===== src/rtl/vga_timing_gen.sv =====
// VGA raster generator: pixel-clock divider, h/v counters and a registered DAC output stage.
// Syncs, blank and colour lag DrawX/DrawY by one pixel; free-running, no backpressure.
module vga_timing_gen #(
  parameter int CLK_DIV   = 2,
  parameter int H_VISIBLE = 640,
  parameter int H_FRONT   = 16,
  parameter int H_SYNC    = 96,
  parameter int H_BACK    = 48,
  parameter int V_VISIBLE = 480,
  parameter int V_FRONT   = 10,
  parameter int V_SYNC    = 2,
  parameter int V_BACK    = 33
) (
  input  logic       Clk,
  input  logic       Reset_n,
  input  logic [7:0] Pix_R,
  input  logic [7:0] Pix_G,
  input  logic [7:0] Pix_B,
  output logic [9:0] DrawX,
  output logic [9:0] DrawY,
  output logic       PixEn,
  output logic       VGA_Clk,
  output logic       VGA_HS,
  output logic       VGA_VS,
  output logic       VGA_Blank_n,
  output logic [7:0] VGA_R,
  output logic [7:0] VGA_G,
  output logic [7:0] VGA_B,
  output logic       FrameStart,
  output logic [7:0] FrameCount
);
  localparam int H_TOTAL = H_VISIBLE + H_FRONT + H_SYNC + H_BACK;
  localparam int V_TOTAL = V_VISIBLE + V_FRONT + V_SYNC + V_BACK;
  localparam int DW      = (CLK_DIV > 2) ? $clog2(CLK_DIV) : 1;

  localparam logic [DW-1:0] DIV_LAST = DW'(CLK_DIV - 1);
  localparam logic [DW-1:0] DIV_HALF = DW'(CLK_DIV / 2);
  localparam logic [9:0]    H_LAST   = 10'(H_TOTAL - 1);
  localparam logic [9:0]    V_LAST   = 10'(V_TOTAL - 1);
  localparam logic [9:0]    H_VIS    = 10'(H_VISIBLE);
  localparam logic [9:0]    V_VIS    = 10'(V_VISIBLE);
  localparam logic [9:0]    HS_BEG   = 10'(H_VISIBLE + H_FRONT);
  localparam logic [9:0]    HS_END   = 10'(H_VISIBLE + H_FRONT + H_SYNC);
  localparam logic [9:0]    VS_BEG   = 10'(V_VISIBLE + V_FRONT);
  localparam logic [9:0]    VS_END   = 10'(V_VISIBLE + V_FRONT + V_SYNC);

  logic [DW-1:0] div_q, div_d;
  logic          vclk_q, vclk_d;
  logic [9:0]    hc_q, hc_d, vc_q, vc_d;
  logic          hs_q, hs_d, vs_q, vs_d, blank_n_q, blank_n_d;
  logic [23:0]   rgb_q, rgb_d;
  logic          fs_q, fs_d;
  logic [7:0]    fc_q, fc_d;
  logic          pix_en, visible;

  always_comb begin
    pix_en    = (div_q == DIV_LAST);
    div_d     = pix_en ? '0 : div_q + 1'b1;
    // Registered from the next divider value so VGA_Clk tracks div_cnt exactly, glitch-free.
    vclk_d    = (div_d >= DIV_HALF);
    visible   = (hc_q < H_VIS) && (vc_q < V_VIS);
    hc_d      = hc_q;
    vc_d      = vc_q;
    hs_d      = hs_q;
    vs_d      = vs_q;
    blank_n_d = blank_n_q;
    rgb_d     = rgb_q;
    fs_d      = 1'b0;
    fc_d      = fc_q;
    if (pix_en) begin
      if (hc_q == H_LAST) begin
        hc_d = '0;
        vc_d = (vc_q == V_LAST) ? '0 : vc_q + 1'b1;
      end else begin
        hc_d = hc_q + 1'b1;
      end
      blank_n_d = visible;
      rgb_d     = visible ? {Pix_R, Pix_G, Pix_B} : '0;
      hs_d      = !((hc_q >= HS_BEG) && (hc_q < HS_END));
      vs_d      = !((vc_q >= VS_BEG) && (vc_q < VS_END));
      if ((hc_q == H_LAST) && (vc_q == V_LAST)) begin
        fs_d = 1'b1;
        fc_d = fc_q + 1'b1;
      end
    end
  end

  always_ff @(posedge Clk or negedge Reset_n) begin
    if (!Reset_n) begin
      div_q     <= '0;
      vclk_q    <= 1'b0;
      hc_q      <= '0;
      vc_q      <= '0;
      hs_q      <= 1'b1;
      vs_q      <= 1'b1;
      blank_n_q <= 1'b0;
      rgb_q     <= '0;
      fs_q      <= 1'b0;
      fc_q      <= '0;
    end else begin
      div_q     <= div_d;
      vclk_q    <= vclk_d;
      hc_q      <= hc_d;
      vc_q      <= vc_d;
      hs_q      <= hs_d;
      vs_q      <= vs_d;
      blank_n_q <= blank_n_d;
      rgb_q     <= rgb_d;
      fs_q      <= fs_d;
      fc_q      <= fc_d;
    end
  end

  assign PixEn       = pix_en;
  assign VGA_Clk     = vclk_q;
  assign DrawX       = hc_q;
  assign DrawY       = vc_q;
  assign VGA_HS      = hs_q;
  assign VGA_VS      = vs_q;
  assign VGA_Blank_n = blank_n_q;
  assign VGA_R       = rgb_q[23:16];
  assign VGA_G       = rgb_q[15:8];
  assign VGA_B       = rgb_q[7:0];
  assign FrameStart  = fs_q;
  assign FrameCount  = fc_q;
endmodule


===== config.mk =====
export PLATFORM = sky130hd
export DESIGN_NAME = vga_timing_gen
export DESIGN_NICKNAME = d
export VERILOG_FILES = /design/src/rtl/vga_timing_gen.sv
export SDC_FILE = /design/constraint.sdc
export NUM_CORES = 1
export LEC_CHECK = 0
export ABC_AREA = 0
export BUFFER_PORTS_ARGS = -buffer_cell sky130_fd_sc_hd__buf_2
export CAP_MARGIN = 20
export CORE_MARGIN = 1
export CORE_UTILIZATION = 25
export DETAILED_ROUTE_END_ITERATION = 16
export GPL_TIMING_DRIVEN = 1
export PLACE_DENSITY = 0.56
export SETUP_SLACK_MARGIN = 0.1
export SYNTH_ARGS = -nofsm -noshare
export SYNTH_HDL_FRONTEND = slang
export SYNTH_SLANG_ARGS = --single-unit
export TNS_END_PERCENT = 5

===== constraint.sdc =====
create_clock -name Clk -period 3.1 [get_ports Clk]
set_clock_uncertainty 0.05 [all_clocks]
set_input_delay 0 -clock Clk [delete_from_list [all_inputs] [get_ports Clk]]
set_output_delay 0 -clock Clk [all_outputs]
set_load 0.1 [all_outputs]

# Word level (Yosys, flattened, before mapping)
# Cells that the tools add are included.
op_classes:
  n_addsub: 4
  magnitude_cmp: 7
  n_eq_ne: 2
  n_mux: 6
  n_reduce_logical: 8
op_table:
  columns: ["op", "count"]
  rows:
  - ["$mux W24", 1]
  - ["$add A10 B1 Y10 const B", 2]
  - ["$eq A10 B10 Y1 const B", 2]
  - ["$lt A10 B10 Y1 const B", 2]
  - ["$lt A10 B9 Y1 const B", 2]
  - ["$mux W10", 2]
  - ["$ge A10 B10 Y1 const B", 1]
  - ["$ge A10 B9 Y1 const B", 1]
  - ["$add A8 B1 Y8 const B", 1]
  - ["$logic_and A1 B1 Y1", 4]
  - ["$reduce_and A2 Y1", 2]
  - ["$mux W1", 3]
  - ["$logic_not A1 Y1", 2]
  - ["$add A1 B1 Y1 const B", 1]
  - ["$ge A1 B1 Y1 const B", 1]
word_totals:
  ff_bits: 58
  input_bits: 26
  out_inout_bits: 58
  wordCells: 37

# Depth between registers and ports, before layout
# Gate-level depths: netlist (run 1).
logic_depth:
  word_depth: 4
  depth_mapped: 7
  depth_no_buf: 6

# Least setup slack after synthesis (run 1)
# OpenSTA, ideal clock, no wires.
synth_path:
  path_kind: "reg-to-reg"
  start: "register hc_q[0] (netlist: DrawX[0])"
  end: "register fc_q[1] (netlist: FrameCount[1])"
  setup_ns: 0.126
  arrival_time_ns: 2.415
  required_time_ns: 2.924
  setup_slack_ns: 0.510
  stages_incl_launch_ff: 6
  path_buffers: 0
  period_less_slack_ns: 2.590
  cell_sequence: "dfrtp_1 -> ha_1 -> nand4b_2 -> or3_4 -> nor2_1 -> mux2_2"
synth_between:
  elab_chain_cells: 3
synth_rtl:
  columns: ["element", "line", "text"]
  rows:
  - ["start, declared", "49", "logic [9:0] hc_q, hc_d, vc_q, vc_d;"]
  - ["start signal, assigned", "92", "hc_q <= '0;"]
  - ["start signal, assigned", "103", "hc_q <= hc_d;"]
  - ["$eq A10 B10 Y1", "81", "if ((hc_q == H_LAST) && (vc_q == V_LAST)) begin"]
  - ["$logic_and A1 B1 Y1", "81", null]
  - ["$reduce_and A2 Y1 (no source line)", null, null]
  - ["end signal, assigned", "99", "fc_q <= '0;"]
  - ["end signal, assigned", "110", "fc_q <= fc_d;"]
  - ["end, declared", "53", "logic [7:0] fc_q, fc_d;"]
# Every way passes these cells.
# A chain may end at the register's enable or synchronous reset.

# Final worst setup path (run 1)
# Same ends and word-level chain as after synthesis.

==> results of run 1 <==
[Yosys cell counts, drive strengths merged (4+ instances only)]
cell and instances:
nand4 8, clkbuf 4, buf 8, dfrtp 55, o21ai 8, nor4 6
nand3 9, nand2 11, a22o 24, ha 5, xor2 9, nor3 6
and3 4, xnor2 11, nor2 10, inv 9
[cell type report]
type / instances / area, um^2 / area share
Inverter: 9 / 33.8 / 0.00970
Sequential cell: 57 / 1430 / 0.410
Timing Repair Buffer: 114 / 723 / 0.208
Tap cell: 133 / 166 / 0.0478
Clock buffer: 15 / 166 / 0.0478
Multi-Input combinational cell: 132 / 965 / 0.277
[worst reg2reg max path: stages (launching register included)]
cell and delay (ns):
dfrtp_1 0.41, ha_1 0.23, nand4b_2 0.15, or3_4 0.49, nor2_1 0.29, mux2_2 0.37
[state kept, by name, indices dropped and copies added, names as in the netlist]
register / flops
rgb_q: 24
DrawX: 10
DrawY: 10
FrameCount: 8
FrameStart: 1
PixEn: 1
VGA_Blank_n: 1
VGA_HS: 1
VGA_VS: 1
[worst max path at each step]
stage          startpoint  slack, ns            end
2_1_floorplan    DrawX[0]       0.51  FrameCount[1]
3_3_place_gp     DrawX[0]       1.08  FrameCount[1]
3_5_place_dp     DrawX[0]       0.99  FrameCount[1]
4_1_cts          DrawX[0]       0.99  FrameCount[1]
5_1_grt          DrawX[0]       0.84  FrameCount[1]
6_report         DrawX[0]       0.99  FrameCount[1]
[logic make-up after synthesis]
| group | share of synthesized area |
|---|---|
| and+or+nand+nor | 0.169 |
| DFF | 0.575 |
| AOI/OAI and AO/OA | 0.113 |
| buffers and inverters | 0.0388 |
| xor gates and xnor gates | 0.0705 |
| adders and majority gates | 0.0252 |
| muxes | 0.00856 |
[metrics by stage]
step / utilization / cell area, um^2 / power [mW] / std cells
2_1_floorplan: - / 2480 / 0.914 / 210
3_3_place_gp: 0.315 / 3050 / 0.965 / 419
3_5_place_dp: 0.315 / 3050 / 0.967 / 419
4_1_cts: 0.358 / 3460 / 1.61 / 459
5_1_grt: 0.360 / 3480 / 1.67 / 460
6_report: 0.360 / 3480 / 1.58 / 460
[metal layers]
layer | up-vias | part of all wire
li1 | 979 | -
met1 | 986 | 0.45
met2 | 58 | 0.47
met3 | 9 | 0.064
met4 | 0 | 0.010
met5 | - | 0
[power groups by stage]
| stage | combinational (mW) | sequential [mW] | clock [mW] |
|---|---|---|---|
| after floorplan | 0.0135 | 0.900 | 0 |
| after global placement | 0.184 | 0.782 | 0 |
| after detailed placement | 0.185 | 0.782 | 0 |
| after CTS | 0.209 | 0.768 | 0.637 |
| after global routing | 0.221 | 0.770 | 0.677 |
| final | 0.210 | 0.769 | 0.604 |
[repair_timing]
item	4_1_cts	5_1_grt
hold buffers	25	0
hold endpoints to repair	65	0
setup buffers	0	0
==> qor.yml, run 1 <==
pwr:
  pwr-share-clk: 0.382
  ir_drop_uv: 168
  sw_frac_of_total: 0.275
  combPwrFrac: 0.132
  power.leakage_nw: 1.78
  cellPowerDensity_nw_per_um2: 454
  p_seq_frac: 0.486
  internal_power_mw: 1.15
  p_switching_mw: 0.435
layout:
  final_cell_mix: "buf_2, dfrtp_1, dlygate4sd3_1"
  drive_gt1_frac: 0.333
  fill_cells: 992
  area_growth_pct: 40.2
  final_common_cell: "buf_2"
  final_nets: 354
  antenna_cells: 0
critical_path:
  start_kind: "flop"
  reg2reg_setup_slack_ns: 0.99
  worstPathMaxFanout: 11
  worstSetupPathType: "reg2reg"
  critical_path.top_delay_family: "simple AND/OR/NAND/NOR gates"
  worst_ep_arrival_time_ns: 2.26
  reg2reg_from: "DrawX[0]"
  crit_slowest_cell: "or3_4"
  endpoint_kind: "flop"
  cp_cell_sequence: "ha_1 > nand4b_2 > or3_4 > nor2_1 > mux2_2"
  crit_buf_inv: 0
  worstPathRequired_ns: 3.25
  max_stage_delay_ns: 0.49
  worstSetupPathDepth: 5
  timing.rr.end: "FrameCount[1]"
  r2r_cells: 5
route:
  wirelength_um: 6030
  drc: 0
  wl_per_cell_um: 13.1
  dr_total_vias: 2032
  ant_nets: 0
  drt_first_iter_violations: 69
  vias_per_cell: 4.42
  dr.pass1.iters: 4
grt:
  gr-total-overflow: 0
  met3_usage: 0.0545
  grt-busiest-layer: "met2"
  grt_max_degree: 45
  met1_usage: 0.153
  grt.met2_usage: 0.199
  grt_pass1_vias: 1965
  grt_util_all_layers: 0.125
  grt_pass1_wl_um: 9580
  grt_antenna_before_repair: 0
outcome:
  status: "completed"
sta:
  setup_viol: 0
  worst_slew_pin_slew_ns: 0.611
  hold_violations: 0
  fin_hold_ws_ns: 0.0399
  period_share: 0.680
  setup_tns_ns: 0
  drv_slew: 0
  rsz0062_at_grt: "false"
  max_freq_mhz: 474
  relSlewSlack: 0.589
  layout_setup_ws_ns: 0.991
  post-route-min-period_ns: 2.11
cts:
  cts_buffers: 9
  root_buffer: "clkbuf_8"
  htree_levels: 3
  ctsResizeCount: 0
  cts.path.max_buffers: 2
  tritoncts: "done"
  clock_latency_ns: 0.33
  clock_sinks: 57
  clkTransAtPathRegs_ns: 0.06
logic_synthesis:
  synthArstFlopShare: 1.00
  synthTopCellsByArea: "dfrtp_1, a22o_1, xnor2_1, xor2_1, ha_1"
  synthFlopType: "dfrtp_1"
  netlist_area_um2: 2480
  synth_warnings: 0
  synth_cell_type_count: 38
  postSynthCellCount: 210
  synth_fp_nets: 241
  synth_edf_count: 0
  yosys.area.top_type: "dfrtp_1"
  ys_ff_latch: 57
  avgSynthCellArea_um2: 11.8
  synth_top_area_frac: 0.554
  seq_area_frac_synth: 0.575
die:
  die_h_um: 102
  io_pins: 84
  fp.dieArea_um2: 10300
  rows: 36
  start_util: 0.257
  design.core.area_um2: 9680
  die_w_um: 102
place:
  place_congestion: 0.807
  detailed_place_hpwl_um: 3970
  numPortBuffers: 83
  pre_cts_slack_ns: 0.991
min_path:
  hold_path_class: "in2async"
flow_run:
  drv_cap: 0
No activity file was read; power rests on OpenSTA's default activity.
==> inputs of run 2 (changes only) <==
clock period = 2.2 ns   (was 3.1 ns; I/O delays follow)
==> qor.yml, run 2 (synthesis gave the netlist of run 1 again) <==
layout:
  final_nets: 357
  largest_reg_flops: 24
  post-route-cell-area_um2: 3600
  antenna_cells: 0
  fill_cells: 978
  final_cells: 464
  final_util: 0.372
  final_common_cell: "buf_2"
  drive_gt1_frac: 0.402
  area_growth_pct: 45.0
  largest-register: "rgb_q"
  final_cell_mix: "buf_2, dfrtp_1, dlygate4sd3_1"
route:
  ant_nets: 0
  drt_first_iter_violations: 58
  dr.pass1.iters: 6
  wl_per_cell_um: 13.2
  vias_per_cell: 4.41
  dr_total_vias: 2044
  drc: 0
  wirelength_um: 6140
critical_path:
  start_kind: "flop"
  cp_cell_sequence: "ha_4 > nand4b_2 > or3_4 > nor2_1 > mux2_2"
  critical_path.top_delay_family: "simple AND/OR/NAND/NOR gates"
  crit_buf_inv: 0
  endpoint_kind: "flop"
  crit_slowest_cell: "or3_4"
  worstPathRequired_ns: 2.37
  worst_ep_arrival_time_ns: 2.09
  worstPathMaxFanout: 11
  worstSetupPathType: "reg2reg"
  max_stage_delay_ns: 0.49
die:
  rows: 36
  start_util: 0.257
  fp.dieArea_um2: 10300
  design.core.area_um2: 9680
  io_pins: 84
  die_w_um: 102
  die_h_um: 102
sta:
  rsz0062_at_grt: "false"
  drv_slew: 0
  hold_violations: 0
  period_share: 0.869
  worst_slew_pin_slew_ns: 0.799
  relSlewSlack: 0.467
  setup_tns_ns: 0
  post-route-min-period_ns: 1.91
  setup_viol: 0
  max_freq_mhz: 523
pwr:
  ir_drop_uv: 240
  p_switching_mw: 0.643
  internal_power_mw: 1.79
  cellPowerDensity_nw_per_um2: 677
  combPwrFrac: 0.121
  pwr-share-clk: 0.435
  p_seq_frac: 0.444
  sw_frac_of_total: 0.264
  power.leakage_nw: 1.80
place:
  dp_cells: 423
  detailed_place_hpwl_um: 4180
  placed_area_um2: 3130
  place_congestion: 0.803
  numPortBuffers: 83
flow_run:
  drv_cap: 0
cts:
  clock_sinks: 57
  cts.path.max_buffers: 2
  tritoncts: "done"
  htree_levels: 3
  clkTransAtPathRegs_ns: 0.07
  cts_buffers: 9
  postCtsSetupBuffers: 0
  clock_latency_ns: 0.33
  root_buffer: "clkbuf_8"
grt:
  grt_pass1_wl_um: 10100
  grt_max_degree: 35
  grt_antenna_before_repair: 0
  grt_util_all_layers: 0.131
  gr-total-overflow: 0
  grt_pass1_vias: 2046
outcome:
  status: "completed"
min_path:
  hold_path_class: "in2async"
## run 2: cell type report
class / count / area [um^2] / area share
sequential: 57 / 1460 / 0.404
multi-input combinational: 132 / 983 / 0.273
timing repair buffer: 117 / 746 / 0.207
clock buffer: 14 / 183 / 0.0507
tap: 133 / 166 / 0.0462
clock inverter: 2 / 35.0 / 0.00973
inverter: 9 / 33.8 / 0.00938
## run 2: worst paths after layout
kind / startpoint / to / slack, ns / depth (start not counted)
min reg2reg: FrameCount[7] / FrameCount[7] / 0.41 / 1
max: DrawX[0] / FrameCount[1] / 0.29 / 5
min: Reset_n / DrawY[5] / 0.25 / 2
max in group asynchronous: Reset_n / rgb_q[14] / 1.24 / 3
min in group Clk: Pix_R[0] / rgb_q[16] / 0.36 / 3
max reg2reg: DrawX[0] / FrameCount[1] / 0.29 / 5
## run 2: power groups by stage
stage                     Sequential (mW)  Combinational [mW]  Clock, mW
after detailed placement             1.10               0.264          0
after CTS                            1.08               0.297       1.10
after floorplan                      1.27              0.0191          0
after global placement               1.10               0.261          0
after global routing                 1.08               0.309       1.15
final                                1.08               0.295       1.06
## run 2: routing by layer
metal  track usage  routed length (um)  vias to the layer above
li1              -                   -                      984
met1         0.162                2820                      993
met2         0.204                2810                       58
met3        0.0428                 377                        9
met4        0.0702                 127                        0
met5             0                   0                        -
## run 2: metrics by stage
| stage | hold slack [ns] | worst slack [ns] | total power, mW |
|---|---|---|---|
| finish | 0.253 | 0.289 | 2.44 |
| global route | 0.317 | 0.173 | 2.54 |
| CTS | 0.265 | 0.286 | 2.48 |
| detailed placement | 0.0896 | 0.293 | 1.37 |
| global placement | 0.0785 | 0.325 | 1.36 |
| floorplan | -0.346 | 0.0117 | 1.29 |
## run 2: timing repair
action                     in CTS  in global routing
setup endpoints to repair       0                  5
hold buffers                   25                  0
gates resized for setup         0                  1
hold endpoints to repair       55                  0
==> inputs of run 3 (changes only) <==
CELL_PAD_IN_SITES_DETAIL_PLACEMENT = 1   (was unset)
CELL_PAD_IN_SITES_GLOBAL_PLACEMENT = 1   (was unset)
PLACE_DENSITY = 0.67   (was 0.56)
==> qor.yml, run 3 (synthesis gave the netlist of run 1 again) <==
outcome:
  status: "completed"
pwr:
  cellPowerDensity_nw_per_um2: 717
  combPwrFrac: 0.115
  ir_drop_uv: 348
  sw_frac_of_total: 0.256
  pwr-share-clk: 0.466
  internal_power_mw: 1.93
  power.leakage_nw: 1.80
  p_switching_mw: 0.661
  p_seq_frac: 0.419
cts:
  ctsResizeCount: 0
  clkTransAtPathRegs_ns: 0.07
  cts_buffers: 9
  htree_levels: 3
  postCtsSetupBuffers: 0
  tritoncts: "done"
  cts.path.max_buffers: 2
  clock_latency_ns: 0.32
  root_buffer: "clkbuf_8"
  clock_sinks: 57
die:
  fp.dieArea_um2: 10300
  die_w_um: 102
  io_pins: 84
  rows: 36
  start_util: 0.257
  design.core.area_um2: 9680
  die_h_um: 102
critical_path:
  start_kind: "flop"
  worstSetupPathType: "reg2reg"
  reg2reg_from: "DrawX[0]"
  endpoint_kind: "flop"
  critical_path.top_delay_family: "simple AND/OR/NAND/NOR gates"
  worstPathMaxFanout: 11
  crit_slowest_cell: "or3_4"
  worst_ep_arrival_time_ns: 2.10
  cp-startpoint: "DrawX[0]"
  crit_buf_inv: 0
  worstPathRequired_ns: 2.36
  cp_cell_sequence: "ha_4 > nand4b_2 > or3_4 > nor2_1 > mux2_2"
  max_stage_delay_ns: 0.49
place:
  place_congestion: 0.751
  numPortBuffers: 83
  detailed_place_hpwl_um: 4580
  pre_cts_slack_ns: 0.268
grt:
  gr-total-overflow: 0
  grt_max_degree: 39
  grt_pass1_vias: 2190
  grt_pass1_wl_um: 11300
  grt_util_all_layers: 0.147
  grt_antenna_before_repair: 0
sta:
  fin_hold_ws_ns: 0.289
  drv_slew: 0
  max_freq_mhz: 516
  period_share: 0.881
  hold_violations: 0
  relSlewSlack: 0.401
  setup_viol: 0
  post-route-min-period_ns: 1.94
  setup_tns_ns: 0
  worst_slew_pin_slew_ns: 0.899
  layout_setup_ws_ns: 0.261
  rsz0062_at_grt: "false"
layout:
  largest-register: "rgb_q"
  final_util: 0.372
  fill_cells: 1090
  final_common_cell: "buf_2"
  drive_gt1_frac: 0.398
  final_cell_mix: "buf_2, dfrtp_1, dlygate4sd3_1"
  area_growth_pct: 45.1
  largest_reg_flops: 24
  antenna_cells: 0
  final_nets: 355
flow_run:
  drv_cap: 0
route:
  ant_nets: 0
  drc: 0
  wl_per_cell_um: 15.0
  dr.pass1.iters: 7
  drt_first_iter_violations: 66
  wirelength_um: 6940
  vias_per_cell: 4.50
  dr_total_vias: 2080
min_path:
  hold_path_class: "in2async"
[run 3: cell types whose count changed in the layout (fill, tap and decap cells not counted), sizes merged]
cell / delta
buf: -2
bufinv: +2
clkinv: +2
clkbuf: -4
[run 3: worst register-to-register path, cell delays in order, from the launching register on]
cell,delay (ns)
dfrtp_4,0.45
ha_4,0.15
nand4b_2,0.15
or3_4,0.49
nor2_1,0.19
mux2_2,0.35
[run 3: routing by layer]
layer | up-vias | wire length [um] | GRT usage
li1 | 978 | - | -
met3 | 4 | 309 | 0.0524
met2 | 49 | 3520 | 0.246
met5 | - | 0 | 0
met1 | 1049 | 3050 | 0.178
met4 | 0 | 54 | 0.0424
[run 3: final timing paths]
path	to	cells after the start	slack (ns)
max	FrameCount[1]	5	0.26
min	DrawY[7]	2	0.29
max reg2reg	FrameCount[1]	5	0.26
min reg2reg	FrameCount[7]	1	0.42
max in group asynchronous	DrawX[0]	2	1.15
min in group Clk	rgb_q[3]	3	0.37
[run 3: repair_timing]
action,in CTS,in global routing
hold buffers,25,0
endpoints found under the hold margin,59,0
setup endpoints to repair,0,0
[run 3: power groups by stage]
stage	Clock [mW]	Combinational, mW	Sequential, mW
floorplan	0	0.0191	1.27
global placement	0	0.262	1.10
detailed placement	0	0.266	1.10
CTS	1.25	0.299	1.08
global route	1.31	0.313	1.09
finish	1.21	0.299	1.08
[run 3: area by class of cell]
class	count	area [um^2]	share of cell area
clock buffers	10	138	0.0382
clock inverters	6	105	0.0291
inverters	9	33.8	0.00937
multi-input cells	132	977	0.271
flip-flops and latches	57	1460	0.404
well taps	133	166	0.0461
repair buffers	115	731	0.203
[run 3: through the flow]
stage / power (mW) / cells / area [um^2]
after floorplan: 1.29 / 210 / 2520
after global placement: 1.36 / 421 / 3110
after detailed placement: 1.37 / 421 / 3110
after CTS: 2.63 / 462 / 3610
after global routing: 2.71 / 462 / 3610
final: 2.59 / 462 / 3610
